===== src/rtl/rv_core_pkg.sv =====
// rv_core_pkg: shared types and constants for the RV32I control sequencer
// Contents:
//   state_t       sequencer states
//   CAUSE_*       halt_cause codes reported on rv_core_sequencer.halt_cause
//   INSTR_BYTES   byte stride between sequential instructions
package rv_core_pkg;
    typedef enum logic [2:0] {
        ST_IDLE,
        ST_FETCH,
        ST_DECODE,
        ST_EXECUTE,
        ST_WRITEBACK,
        ST_HALT
    } state_t;
    localparam logic [2:0] CAUSE_NONE     = 3'd0;
    localparam logic [2:0] CAUSE_SYSTEM   = 3'd1;
    localparam logic [2:0] CAUSE_ILLEGAL  = 3'd2;
    localparam logic [2:0] CAUSE_MISALIGN = 3'd3;
    localparam logic [2:0] CAUSE_TIMEOUT  = 3'd4;
    localparam int INSTR_BYTES = 4;
endpackage


===== src/rtl/sat_counter.sv =====
// sat_counter: up-counter that sticks at its all-ones maximum instead of wrapping
// Ports:
//   clock  rising-edge clock
//   reset  asynchronous active-high reset, clears count
//   inc    count up by one this cycle
//   count  current value
module sat_counter #(
    parameter int W = 32
) (
    input  logic         clock,
    input  logic         reset,
    input  logic         inc,
    output logic [W-1:0] count
);
    always_ff @(posedge clock or posedge reset) begin
        if (reset)
            count <= '0;
        else if (inc && count != '1)
            count <= count + 1'b1;
    end
endmodule


===== src/rtl/rv_core_sequencer.sv =====
// rv_core_sequencer: multi-cycle fetch/decode/execute/writeback control FSM for the RV32I core
// Ports:
//   clock, reset        clock and asynchronous active-high reset
//   run, halt_clear     level run request; pulse that leaves HALT
//   imem_req/addr/ack/rdata  instruction-memory handshake
//   instr               latched instruction register
//   dec_enable, rf_read_enable, rf_write_enable  datapath enables
//   rd_nonzero, is_system, illegal  decoder status
//   branch_taken, branch_target     ALU next-PC selection
//   pc, halted, halt_cause          architectural state and halt reporting
//   retired, cycles                 saturating performance counters
module rv_core_sequencer
    import rv_core_pkg::*;
#(
    parameter int              XLEN          = 32,
    parameter logic [XLEN-1:0] RESET_VECTOR  = '0,
    parameter int              CNT_W         = 32,
    parameter int              FETCH_TIMEOUT = 16
) (
    input  logic             clock,
    input  logic             reset,
    input  logic             run,
    input  logic             halt_clear,
    output logic             imem_req,
    output logic [XLEN-1:0]  imem_addr,
    input  logic             imem_ack,
    input  logic [31:0]      imem_rdata,
    output logic [31:0]      instr,
    output logic             dec_enable,
    output logic             rf_read_enable,
    output logic             rf_write_enable,
    input  logic             rd_nonzero,
    input  logic             is_system,
    input  logic             illegal,
    input  logic             branch_taken,
    input  logic [XLEN-1:0]  branch_target,
    output logic [XLEN-1:0]  pc,
    output logic             halted,
    output logic [2:0]       halt_cause,
    output logic [CNT_W-1:0] retired,
    output logic [CNT_W-1:0] cycles
);
    // The wait counter holds the number of FETCH cycles already spent without
    // ack, so it only ever needs to reach FETCH_TIMEOUT-1.
    localparam int WAIT_W = (FETCH_TIMEOUT > 1) ? $clog2(FETCH_TIMEOUT) : 1;
    localparam logic [WAIT_W-1:0] WAIT_LAST = WAIT_W'((FETCH_TIMEOUT > 0) ? FETCH_TIMEOUT - 1 : 0);

    state_t            state, state_nx;
    logic [2:0]        cause_nx;
    logic [WAIT_W-1:0] wait_cnt;
    logic [XLEN-1:0]   next_pc;
    logic              misalign;
    logic              timeout;
    logic              retire;
    logic              busy;

    assign next_pc   = branch_taken ? branch_target : pc + XLEN'(INSTR_BYTES);
    assign misalign  = |next_pc[1:0];
    assign timeout   = (FETCH_TIMEOUT != 0) && (wait_cnt == WAIT_LAST);
    assign retire    = (state == ST_WRITEBACK) && !misalign;
    assign busy      = (state != ST_IDLE) && (state != ST_HALT);

    assign imem_req        = state == ST_FETCH;
    assign imem_addr       = pc;
    assign dec_enable      = state == ST_DECODE;
    assign rf_read_enable  = state == ST_DECODE;
    assign rf_write_enable = retire && rd_nonzero;

    always_comb begin
        state_nx = state;
        cause_nx = halt_cause;
        case (state)
            ST_IDLE: state_nx = run ? ST_FETCH : ST_IDLE;
            ST_FETCH: begin
                // An ack in the final allowed cycle wins over the timeout.
                if (imem_ack) begin
                    state_nx = ST_DECODE;
                end else if (timeout) begin
                    state_nx = ST_HALT;
                    cause_nx = CAUSE_TIMEOUT;
                end
            end
            ST_DECODE: begin
                state_nx = (illegal || is_system) ? ST_HALT : ST_EXECUTE;
                cause_nx = illegal ? CAUSE_ILLEGAL : is_system ? CAUSE_SYSTEM : halt_cause;
            end
            ST_EXECUTE: state_nx = ST_WRITEBACK;
            ST_WRITEBACK: begin
                state_nx = misalign ? ST_HALT : run ? ST_FETCH : ST_IDLE;
                cause_nx = misalign ? CAUSE_MISALIGN : halt_cause;
            end
            ST_HALT: begin
                state_nx = halt_clear ? ST_IDLE : ST_HALT;
                cause_nx = halt_clear ? CAUSE_NONE : halt_cause;
            end
            default: state_nx = ST_IDLE;
        endcase
    end

    always_ff @(posedge clock or posedge reset) begin
        if (reset) begin
            state      <= ST_IDLE;
            pc         <= RESET_VECTOR;
            instr      <= '0;
            halted     <= 1'b0;
            halt_cause <= CAUSE_NONE;
            wait_cnt   <= '0;
        end else begin
            state      <= state_nx;
            halted     <= state_nx == ST_HALT;
            halt_cause <= cause_nx;
            wait_cnt   <= (state == ST_FETCH && !imem_ack && !timeout) ? wait_cnt + 1'b1 : '0;
            if (state == ST_FETCH && imem_ack)
                instr <= imem_rdata;
            if (retire)
                pc <= next_pc;
            else if (state == ST_HALT && halt_clear)
                pc <= RESET_VECTOR;
        end
    end

    sat_counter #(.W(CNT_W)) u_retired (
        .clock (clock),
        .reset (reset),
        .inc   (retire),
        .count (retired)
    );

    sat_counter #(.W(CNT_W)) u_cycles (
        .clock (clock),
        .reset (reset),
        .inc   (busy),
        .count (cycles)
    );
endmodule

===== config.mk =====
export PLATFORM = sky130hd
export DESIGN_NAME = rv_core_sequencer
export DESIGN_NICKNAME = d
export VERILOG_FILES = /design/src/rtl/rv_core_pkg.sv /design/src/rtl/sat_counter.sv /design/src/rtl/rv_core_sequencer.sv
export SDC_FILE = /design/constraint.sdc
export NUM_CORES = 1
export LEC_CHECK = 0
export CAP_MARGIN = 20
export CORE_ASPECT_RATIO = 1.25
export CORE_MARGIN = 2
export CORE_UTILIZATION = 42
export DETAILED_ROUTE_END_ITERATION = 10
export PLACE_DENSITY = 0.78
export SLEW_MARGIN = 10
export SYNTH_ARGS = -nofsm -noshare
export SYNTH_HDL_FRONTEND = slang
export SYNTH_SLANG_ARGS = --single-unit
export TNS_END_PERCENT = 50

===== constraint.sdc =====
create_clock -name clock -period 5 [get_ports clock]
set_input_delay 1.25 -clock clock [delete_from_list [all_inputs] [get_ports clock]]
set_output_delay 1.25 -clock clock [all_outputs]
set_load 0.005 [all_outputs]

== Word-level counts from Yosys, hierarchy flattened ==
Cells that the tools add are included.
Storage, ports and cells
  register bits after elaboration: 139
  bits in latches: 0
  RAM bits: 0
  bits in read-only memories: 0
  bits of input ports: 73
  logic and storage cells: 64
  memories: 0
Cells by class
  add/sub/neg operators: 4
  multiply operators: 0
  div/mod/pow operators: 0
  $lt $le $gt $ge: 0
  equality and inequality tests: 15
  shifts and indexed selects: 0
  multiplexer cells: 18
  bitwise gates (word level): 0
  reductions and logical operators: 19
Operator list (count)
  $mux W32: 3
  $add A32 B1 Y32 const B: 2
  $ne A32 B32 Y1 const B: 2
  $mux W3: 11
  $add A32 B3 Y32 const B: 1
  $pmux W3 S6: 1
  $pmux W3 S4: 1
  $eq A3 B3 Y1 const B: 3
  $logic_and A1 B1 Y1: 9
  $eq A3 B2 Y1 const B: 2
  $ne A2 B2 Y1 const B: 3
  $reduce_and A6 Y1: 1
  $add A4 B1 Y4 const B: 1
  $eq A4 B4 Y1 const B: 1
  $mux W4: 1
  $reduce_bool A4 Y1: 1
  $eq A3 B1 Y1 const B: 1
  $logic_not A1 Y1: 3
  $logic_not A3 Y1: 1
  $ne A3 B1 Y1 const B: 1
  $ne A3 B3 Y1 const B: 1
  $reduce_bool A3 Y1: 1
  $ne A2 B1 Y1 const B: 1
  $reduce_bool A2 Y1: 1
  other kinds (3): 3

== Longest topological paths before layout ==
  depth after elaboration: 6
  mapped depth: 7
  depth with buffers taken out: 6

== Cells and area by module ==
Synthesis repeated with hierarchy kept, for this count alone.
Second synthesis, totals
  cell total of the unflattened synthesis: 689
  area, all modules: 7241.9 sq um
By module, submodules not included
  rv_core_sequencer: instances 1, cells an instance 411, area an instance 4119.0 sq um, sequential area each 1876.8 sq um
  sat_counter: instances 2, cells an instance 139, area an instance 1561.5 sq um, sequential area each 800.8 sq um

== Worst setup path after synthesis ==
OpenSTA, ideal clock, no wires.
  kind: input-to-output
  start: in branch_taken
  end: out rf_write_enable
  data arrival time: 2.540 ns
  slack: 1.210 ns
  cell stages on the path: 6
  cells stage by stage: buf_2 or3_1 a211oi_2 buf_4 buf_2 and2_1
On the way
  longest elaborated chain between the ends: 5
RTL lines
  from (decl): RTL line rv_core_sequencer.sv:35  | input logic branch_taken,
  $mux W32: RTL line rv_core_sequencer.sv:57  | assign next_pc = branch_taken ? branch_target : pc + XLEN'(INSTR_BYTES);
  $reduce_or A2 Y1: RTL line rv_core_sequencer.sv:58  | assign misalign = |next_pc[1:0];
  $logic_not A1 Y1: RTL line rv_core_sequencer.sv:60  | assign retire = (state == ST_WRITEBACK) && !misalign;
  $logic_and A1 B1 Y1: RTL line rv_core_sequencer.sv:60
  $logic_and A1 B1 Y1: RTL line rv_core_sequencer.sv:67  | assign rf_write_enable = retire && rd_nonzero;
  to (decl): RTL line rv_core_sequencer.sv:31  | output logic rf_write_enable,
Every way passes these cells.

== Worst setup path in the final report ==
  start: in branch_target[0]
  end: out rf_write_enable
On the way
  longest elaborated chain between the ends: 5
RTL lines
  from (decl): RTL line rv_core_sequencer.sv:36  | input logic [XLEN-1:0] branch_target,
  $mux W32: RTL line rv_core_sequencer.sv:57
  $reduce_or A2 Y1: RTL line rv_core_sequencer.sv:58
  $logic_not A1 Y1: RTL line rv_core_sequencer.sv:60
  $logic_and A1 B1 Y1: RTL line rv_core_sequencer.sv:60
  $logic_and A1 B1 Y1: RTL line rv_core_sequencer.sv:67
Every way passes these cells.

==> summary.md <==
## Clocking
• **clock buffer count from CTS** 17
• **clk_lat worst skew** 0.41 ns
• **TritonCTS clock tree** done
• **Sinks on Clock Net** 139
• **Clock H-tree levels** 4
• **cells resized by post-CTS repair** 0
• **hold buffer count at CTS** 0
• **post-CTS setup buffers** 0
• **post-CTS clock slew at the launch and capture registers of the worst setup and hold paths** 0.05 ns
• **library cell used as clock root buffer** clkbuf_16
• **Longest Clk Path Bufs** 2

## Floorplanning
• **area enclosed by the die boundary** 18100 um^2
• **DIE WIDTH** 121 um
• **row count** 53
• **Top-Level Pins** 241
• **initial standard-cell utilization of the core** 42.7%
• **die span in y** 150 um
• **Core ar.** 16800 um^2

## Power and ir drop
• **Combinational Power Share** 36.3%
• **net load switching power** 1.43 mW
• **leakage power figure** 4.13 nW
• **clock share of power** 24.7%
• **power density over the cells** 465 nW/um^2
• **Sw Share** 30.6%
• **peak supply drop** 280 uV
• **Flop pwr share** 39.0%
• **P_int** 3.25 mW

## Drt
• **DRC errors left** 0
• **1st-pass router iterations** 4
• **Starting DRT DRC Count** 254
• **remaining antenna violation count after routing** 0
• **via count** 6069
• **mean routed wirelength per cell** 16.3 um
• **Routed WL** 18600 um
• **Via-to-Cell Ratio** 5.31

## Yosys
• **largest family of logic cells by synthesized area** simple AND/OR/NAND/NOR gates
• **proportion of synthesized flip-flops having asynchronous set or reset** 100%
• **number of cells produced by synthesis** 703
• **number of storage elements in the synthesis netlist** 139
• **count of unique library cells instantiated by Yosys** 52
• **top_reg_cell synth** dfrtp_1
• **post-synthesis compound-gate area fraction** 9.58%
• **area fraction in and, or, nand and nor cells after synthesis** 20.1%
• **Yosys warnings** 0
• **combined area of all synthesized cells** 7170 um^2
• **area share of fa/ha/maj cells after synthesis** 0.698%
• **EDFF count, synth** 0
• **Avg Synthesized Cell Area** 10.2 um^2
• **xor/xnor cell area share of the yosys netlist** 9.53%
• **Post-Synthesis Net Count** 780
• **sequential share of the synthesized area** 48.5%
• **portion of netlist area occupied by mux cells** 5.94%

## Finish
• **Layout Nets** 989
• **most common cell after layout, fill and taps aside** clkdlybuf4s50_1
• **share of layout cells above drive strength 1** 10.4%
• **area of the multi-input gates** 3290 um^2
• **Ant. Diodes** 0
• **area added between synthesis and finish** 40.8%
• **final standard cell area without fillers** 10100 um^2
• **fill cell instance count of the final layout** 1443
• **area taken by flip-flops and latches** 3480 um^2
• **leading cell types in the layout, fill and taps excluded** clkdlybuf4s50_1, dfrtp_1, nand2_1

## Worst setup path
• **critical path startpoint category** input pin
• **Worst path most repeated cell** clkdlybuf4s50_1
• **Required @ worst endpoint** 3.75 ns
• **sum of buffers and inverters on the critical path** 2
• **maximum fanout encountered on the critical timing path** 3
• **max incr delay on CP** 0.54 ns
• **largest delay contributor family on the critical path** buffers and inverters
• **launch point of the worst reg-to-reg path** imem_addr[6]
• **origin of the worst setup path** branch_target[0]
• **sequence of cells on the critical path** clkdlybuf4s50_1 -> or3b_2 -> a211oi_4 -> and2_1 -> clkdlybuf4s50_1
• **Crit Path Category** in2out
• **Setup crit end kind** output pin
• **Data arrival, critical path** 3.20 ns
• **CP max stage cell** or3b_2

## Timing
• **final critical-path share of the clock period** 88.9%
• **setup repair after global routing missed its margin** no
• **fin crit period** 4.45 ns
• **Setup Total Neg Slack** 0 ns
• **count of pins over their slew limit** 0
• **achievable clock frequency** 0.225 GHz
• **setup clock skew after layout** 0.00763 ns
• **final number of hold-violating endpoints** 0
• **number of endpoints failing setup at the final stage** 0
• **actual transition at the worst max-transition pin** 0.873 ns
• **worst max-slew margin expressed relative to the limit** 41.8%

## Status
• **outcome** finished, final reports clean

## Place
• **gp weighted congestion** 0.801
• **half-perimeter wire length after detailed placement** 13300 um
• **cell area reported after detailed placement** 9550 um^2
• **input/output buffers** 240

## GRT
• **global-route wire length before repair** 29600 um
• **global route overflow** 0
• **antenna violations before repair** 0
• **via count of the first global-routing pass** 5730
• **global-route usage over all layers** 20.4%
• **largest net degree at the start of global routing** 96

## Hold path
• **startpoint of the lowest-slack hold path** wait_cnt[0]
• **worst min-delay path class** reg2reg

## Run
• **max_cap viols** 0

worst register-to-register path, cell delays in order (launching register included):
cell and delay [ns]:
dfrtp_1 0.47, nand4_1 0.44, nor4_2 0.65, buf_2 0.31, nand4_1 0.14, xor2_1 0.17, o21ai_0 0.14
cells by family (layout without fill, tap and decap cells):
kind of cell | Yosys count | in the layout
buf+inv | 70 | 290
xor+xnor | 78 | 78
mux | 38 | 38
simple gates | 266 | 266
fa+ha+maj | 4 | 4
flops | 139 | 139
compound gates | 108 | 108
synth_stat cells (3+ instances only):
master / count / area [um^2]
inv_1: 12 / 45.0
nand4_2: 4 / 50.1
nor2_1: 39 / 146
and2_1: 9 / 56.3
o2111ai_1: 3 / 26.3
a31o_2: 7 / 61.3
a32oi_1: 5 / 43.8
nor4_1: 10 / 62.6
nor4_2: 4 / 50.1
mux2_2: 36 / 405
buf_4: 34 / 255
xnor2_1: 41 / 359
ha_1: 4 / 50.1
buf_2: 9 / 45.0
o21ai_0: 48 / 240
nor3_1: 25 / 125
nand3_1: 35 / 175
dfrtp_1: 139 / 3480
and3_1: 11 / 68.8
nand2b_1: 6 / 37.5
a31oi_1: 3 / 18.8
or3_1: 3 / 18.8
or4_1: 3 / 22.5
buf_1: 3 / 11.3
nand2_1: 61 / 229
nor3b_1: 3 / 22.5
nand4_1: 33 / 206
a21o_1: 4 / 30.0
a22o_1: 7 / 61.3
clkbuf_1: 12 / 45.0
xor2_1: 37 / 324
a21oi_1: 19 / 95.1
and4_1: 9 / 78.8
sequential cells by signal, summed over array words and instances, names as in the netlist:
signal	count
wait_cnt	4
instr	32
state	3
u_cycles.count	32
imem_addr	32
u_retired.count	32
halted	1
halt_cause	3
area by class of cell:
class	count	area share [%]
clock inverters	7	0.682
flip-flops and latches	139	34.5
clock buffers	23	4.64
well taps	220	2.73
inverters	12	0.496
repair buffers	248	24.3
multi-input cells	494	32.7
stage by stage:
step | utilization (%) | total power [mW] | worst slack (ns) | std cells | hold slack (ns)
final | 60.1 | 4.69 | 0.554 | 1143 | 0.479
after global routing | 60.1 | 4.98 | 0.535 | 1143 | 0.506
after CTS | 60.1 | 4.74 | 0.544 | 1142 | 0.480
after detailed placement | 56.9 | 3.57 | 0.550 | 1112 | 0.473
after global placement | 56.9 | 3.52 | 0.546 | 1112 | 0.472
after floorplan | - | 2.62 | 0.0255 | 703 | 0.449
layer usage:
layer,track usage (%),wire [um],vias to the layer above
li1,-,-,2908
met1,25.1,7570,2968
met2,35.0,9720,172
met3,4.61,944,21
met4,7.44,351,0
met5,0,0,-
worst paths after layout:
kind,end,slack (ns),cells after the start
max reg2reg,imem_addr[23],2.61,6
max,rf_write_enable,0.55,5
min reg2reg,wait_cnt[0],0.48,1
min,wait_cnt[0],0.48,1
max in group asynchronous,instr[4],2.76,3
min in group asynchronous,imem_addr[26],1.39,2
power by group through the flow:
stage / Combinational (mW) / Clock [mW] / Sequential (mW)
after floorplan: 0.852 / 0 / 1.77
after global placement: 1.69 / 0 / 1.82
after detailed placement: 1.72 / 0 / 1.84
after CTS: 1.73 / 1.19 / 1.83
after global routing: 1.85 / 1.24 / 1.89
final: 1.70 / 1.16 / 1.83
No activity file was read; power rests on OpenSTA's default activity.
